==> config.mk <==
export PLATFORM = sky130hd
export DESIGN_NAME = dec32
export DESIGN_NICKNAME = d
export VERILOG_FILES = /design/src/rtl/dec32_pkg.sv /design/src/rtl/dec32_enc.sv /design/src/rtl/dec32.sv
export SDC_FILE = /design/constraint.sdc
export NUM_CORES = 1
export LEC_CHECK = 0
export BUFFER_PORTS_ARGS = -buffer_cell sky130_fd_sc_hd__buf_2
export CORE_AREA = 5 5 79 81
export DETAILED_ROUTE_END_ITERATION = 6
export DIE_AREA = 0 0 84 86
export PLACE_DENSITY = 0.76
export SETUP_SLACK_MARGIN = 0.1
export SYNTH_ARGS = -nofsm -noshare
export SYNTH_HDL_FRONTEND = slang
export SYNTH_SLANG_ARGS = --single-unit
==> constraint.sdc <==
create_clock -name clk -period 1.3 [get_ports clk]
set_clock_uncertainty 0.1 [all_clocks]
set_input_delay 0.26 -clock clk [delete_from_list [all_inputs] [get_ports clk]]
set_output_delay 0.26 -clock clk [all_outputs]
set_load 0.005 [all_outputs]
==> src/rtl/dec32_pkg.sv <==
// dec32_pkg: widths, RV32 opcode[6:2] index constants and small helpers
// shared by the 5-to-32 decoder and its optional integrity checker.
// Optional feature macro used by the design: DEC32_CHECK_EN.
package dec32_pkg;

  localparam int SEL_W = 5;
  localparam int OUT_W = 32;
  localparam int CNT_W = $clog2(OUT_W) + 1;

  typedef logic [SEL_W-1:0] sel_t;
  typedef logic [OUT_W-1:0] vec_t;
  typedef logic [CNT_W-1:0] cnt_t;

  // RV32 major opcode indices (inst[6:2]) as decoded by this block
  localparam sel_t LOAD   = 5'd0;
  localparam sel_t OP_IMM = 5'd4;
  localparam sel_t AUIPC  = 5'd5;
  localparam sel_t STORE  = 5'd8;
  localparam sel_t OP     = 5'd12;
  localparam sel_t LUI    = 5'd13;
  localparam sel_t BRANCH = 5'd24;
  localparam sel_t JALR   = 5'd25;
  localparam sel_t JAL    = 5'd27;

  // Binary code to one-hot vector; every code maps to exactly one bit.
  function automatic vec_t onehot_of(input sel_t code);
    vec_t v;
    v = '0;
    v[code] = 1'b1;
    return v;
  endfunction

endpackage

==> src/rtl/dec32_enc.sv <==
// dec32_enc: 32-to-5 one-hot to binary encoder with a popcount-is-one flag.
// Only instantiated by dec32 when DEC32_CHECK_EN is defined.
// For a non-one-hot input the code is the OR of all set bit indices, which
// is good enough for a consistency check that also looks at is_one.
module dec32_enc
  import dec32_pkg::*;
(
  input  logic [OUT_W-1:0] vec,
  output logic [SEL_W-1:0] code,
  output logic             is_one
);

  cnt_t cnt;

  // OR-encode set bit positions and count how many bits are set
  always_comb begin
    code = '0;
    cnt  = '0;
    for (int i = 0; i < OUT_W; i++) begin
      if (vec[i]) begin
        code = code | SEL_W'(i);
        cnt  = cnt + cnt_t'(1);
      end
    end
    is_one = (cnt == cnt_t'(1));
  end

endmodule

==> src/rtl/dec32.sv <==
// dec32: 5-to-32 one-hot decoder with a registered, valid-qualified copy,
// a sticky "seen" mask of decoded codes and an optional one-hot integrity
// checker enabled by the macro DEC32_CHECK_EN (err tied low otherwise).
module dec32
  import dec32_pkg::*;
(
  input  logic             clk,
  input  logic             rst_n,
  input  logic [SEL_W-1:0] sel,
  input  logic             sel_vld,
  input  logic             clr,
  output logic [OUT_W-1:0] dec,
  output logic [OUT_W-1:0] dec_q,
  output logic             q_vld,
  output logic [OUT_W-1:0] seen,
  output logic             err
);

  // Combinational decode, deliberately not gated by sel_vld or reset
  always_comb begin
    dec = onehot_of(sel);
  end

  // Registered decode: load the one-hot only for valid codes, else zero
  always_ff @(posedge clk or negedge rst_n) begin
    if (!rst_n) begin
      dec_q <= '0;
      q_vld <= 1'b0;
    end else begin
      dec_q <= sel_vld ? dec : '0;
      q_vld <= sel_vld;
    end
  end

  // Sticky mask; a valid code arriving with clr survives the clear
  always_ff @(posedge clk or negedge rst_n) begin
    if (!rst_n) begin
      seen <= '0;
    end else if (clr) begin
      seen <= sel_vld ? dec : '0;
    end else if (sel_vld) begin
      seen <= seen | dec;
    end
  end

`ifdef DEC32_CHECK_EN
  sel_t sel_q;
  sel_t enc_code;
  logic enc_one;
  logic bad_now;

  // Keep the code that produced dec_q so the re-encoded value can be compared
  always_ff @(posedge clk or negedge rst_n) begin
    if (!rst_n) begin
      sel_q <= '0;
    end else begin
      sel_q <= sel;
    end
  end

  dec32_enc u_enc (
    .vec    (dec_q),
    .code   (enc_code),
    .is_one (enc_one)
  );

  // Inconsistency of the registered pair; the code match only means
  // something while q_vld is high since dec_q is zero otherwise
  always_comb begin
    bad_now = 1'b0;
    if (q_vld) begin
      bad_now = !enc_one || (enc_code != sel_q);
    end else begin
      bad_now = (dec_q != '0);
    end
  end

  // err reflects the previous cycle only; it is not sticky
  always_ff @(posedge clk or negedge rst_n) begin
    if (!rst_n) begin
      err <= 1'b0;
    end else begin
      err <= bad_now;
    end
  end
`else
  assign err = 1'b0;
`endif

endmodule

==> reports/metrics.csv <==
stage;metric;value;unit
run_status;status;finished, violations left;
run_status;failing checks;setup timing;
final_layout;antenna diode count;0;
synth;number of synthesized register bits;65;
power_and_ir_drop;switch share;22.7;%
final_layout;layout cell share with drive strength beyond 1;56.9;%
worst_setup_path;type of element capturing the critical path;output pin;
die;y dimension of the die;86;µm
timing;period utilization;111;%
timing;max-slew violation count;0;
grt;global-route wire length before repair;11.6;mm
power_and_ir_drop;proportion of power drawn by the clock network;44.5;%
hold_path;Endpoint, Worst Hold;q_vld;
timing;final-report hold violation count;0;
clock_network;latest clock arrival within the worst-skew pair;0.33;ns
synth;Post-Syn Area;2410;µm²
worst_setup_path;Reg2Reg Launch Point;seen[20];
final_layout;post-layout net count;394;
drt;Via Count;2188;
die;effective utilization at floorplan;44.6;%
worst_setup_path;Reg-to-Reg End;seen[20];
power_and_ir_drop;Power Dens Cells;1160;nW/µm²
synth;net count after synthesis;239;
final_layout;post-layout instance count excluding filler cells;462;
worst_setup_path;worst setup path start;sel[2];
grt;largest net degree at the start of global routing;66;
synth;Post-synth top cells;dfrtp_1, nor2_1, inv_1;
grt;number of global-route vias before repair;2221;
hold_path;Worst Hold Depth;2;
die;# IOs;107;
synth;number of enable-type register cells in the synthesized netlist;0;
timing;Setup Viol. Count Final;24;
timing;setup repair after global routing missed its margin;true;
synth;area share of the largest cell type after synthesis;67.5;%
worst_setup_path;Worst R2R Setup Slack;0.43;ns
timing;Final Critical Period;1.44;ns
power_and_ir_drop;Logic pwr share;10.5;%
placement;Placed Instances;422;
synth;post-synthesis cell type count;18;
drt;Total Wirelength;7.46;mm
drt;First-pass DRT Iterations;4;
placement;DP HPWL;5.04;mm
clock_network;Max Buffers Root-to-Sink;2;
power_and_ir_drop;Total Power;4.60;mW
synth;most common cell in the netlist;dfrtp_1;
die;Core ar.;5410;µm²
grt;number of antenna violations at the first check in global routing;0;
clock_network;clock-pin slew on the worst setup and hold paths;0.07;ns
final_layout;fin area;3960;µm²
placement;count of buffers inserted at the top-level ports;105;
grt;Overall Global Routing Usage;20.7;%
synth;synthesized area per cell;10.5;µm²
flow_run;max-cap violations;0;
power_and_ir_drop;P_leak;2.10;nW
worst_setup_path;critical path class;in -> out;
final_layout;Final Util;73.2;%
placement;GP Congestion;0.798;
worst_setup_path;logic depth of the worst register-to-register path;3;
drt;post-detailed-route DRC marker count;0;
clock_network;CTS buffer count;9;
worst_setup_path;Data arrival, critical path;1.08;ns
worst_setup_path;maximum fanout encountered on the critical timing path;7;
die;# rows;27;
synth;largest cells by area after synthesis;dfrtp_1, nor2_1, o22ai_1, inv_1, nand3b_1;
drt;Vias/cell;4.74;
drt;routed length per instance;16.2;µm
synth;share of async-settable or async-resettable flops after synthesis;100;%
clock_network;buffer type at the clock tree root;clkbuf_8;
hold_path;class of the worst hold path;in -> reg;
synth;cells after synthesis;230;
power_and_ir_drop;internal power contribution;3.55;mW
synth;sequential fraction of the synthesis area;67.5;%
synth;cell type with the largest total area after synthesis;dfrtp_1;
clock_network;H-tree levels;3;
die;area of the die;7220;µm²
power_and_ir_drop;maximum vdd ir drop;0.000667;V
synth;total number of yosys warnings;0;
worst_setup_path;Setup crit start kind;input pin;
hold_path;hold wc startpoint;sel_vld;
timing;fmax;0.692;GHz
synth;Top FF cell, synth;dfrtp_1;
worst_setup_path;worst path required time;0.94;ns
timing;min setup slack post-route;-0.144;ns
clock_network;TritonCTS clock tree;done;
power_and_ir_drop;part of the power in registers;45.0;%
timing;Sum Neg Setup Slack;-2.30;ns
grt;overflow left after global routing;0;
drt;number of DRC violations after detailed-routing iteration 0;120;
die;Die Span X;84;µm
drt;post-route antenna net violation count;0;
power_and_ir_drop;Sw Pwr;1.04;mW
placement;placed standard-cell area;3320;µm²
final_layout;area growth from synthesis to layout;64.3;%
clock_network;Num Clock Sinks;65;
[registers in the layout (all words and copies together) (netlist names)]
register and count:
dec_q 32, seen 32, q_vld 1
[how the worst max path moves through the flow]
stage / slack, ns / to / cells after the start
finish: -0.14 / dec[19] / 4
detailed placement: -0.19 / dec[18] / 4
global route: -0.18 / dec[17] / 4
CTS: -0.15 / dec[17] / 4
global placement: -0.17 / dec[18] / 4
floorplan: 0.06 / dec[10] / 3
[power groups by stage]
stage	clock [mW]	sequential [mW]	combinational [mW]
3_5_place_dp	0	2.11	0.382
6_report	2.04	2.07	0.483
4_1_cts	2.05	2.07	0.448
3_3_place_gp	0	2.11	0.374
5_1_grt	2.17	2.07	0.524
2_1_floorplan	0	2.11	0.153
[per-layer routing]
metal  global-route usage [%]  up-vias  wire [µm]
met5                        0        -          0
met3                     7.30        7        575
met2                     35.4       95       3710
met1                     24.9     1052       3080
li1                         -     1034          -
met4                     5.99        0         97
[cell type report]
type | count | area, µm²
Clock buffer | 9 | 124
Fill cell | 371 | 1450
Sequential cell | 65 | 1630
Timing Repair Buffer | 164 | 1130
Tap cell | 72 | 90.1
Inverter | 32 | 120
Clock inverter | 7 | 119
Multi-Input combinational cell | 113 | 753
[repair_timing]
action / CTS / global route
hold buffers: 1 / 0
setup endpoints to repair: 60 / 94
resized for setup: 34 / 21
hold endpoints to repair: 65 / 0
setup buffers: 13 / 10
pin swaps: 14 / 14
cloned: 0 / 0
[layout by cell type, fill, tap and decap left out]
cell / Yosys / routed
inv_1: 32 / 32
nor2_4: 0 / 8
nor2_2: 0 / 17
buf_8: 0 / 3
or3_4: 0 / 1
buf_12: 0 / 6
buf_6: 1 / 12
nor2_1: 64 / 39
buf_4: 1 / 42
or3b_4: 0 / 4
nand3_2: 0 / 1
bufinv_16: 0 / 3
o22ai_2: 2 / 8
nand3_1: 2 / 1
o22ai_1: 30 / 24
clkinv_2: 0 / 1
buf_2: 7 / 100
or2_4: 0 / 1
clkinv_4: 0 / 1
nand2_4: 0 / 1
nand3b_1: 5 / 5
dfrtp_1: 65 / 65
clkbuf_8: 0 / 9
nand2b_4: 0 / 2
clkinvlp_4: 0 / 2
conb_1: 1 / 1
dlygate4sd3_1: 0 / 1
[per-stage QoR]
stage / hold WS (ns) / worst slack (ns)
floorplan: -0.136 / 0.0627
global placement: 0.191 / -0.168
detailed placement: 0.196 / -0.192
CTS: 0.0634 / -0.154
global route: 0.0685 / -0.180
finish: 0.0676 / -0.144
[critical path, stage by stage]
cell	delay, ns
buf_8	0.10
or3b_4	0.49
nor2_2	0.11
buf_2	0.12
[cell families after synthesis]
group	synth area share, %
compound gates	8.83
buf+inv	8.93
flops	67.5
other cells	0.156
simple gates	14.6
(Power assumes the default switching activity.)
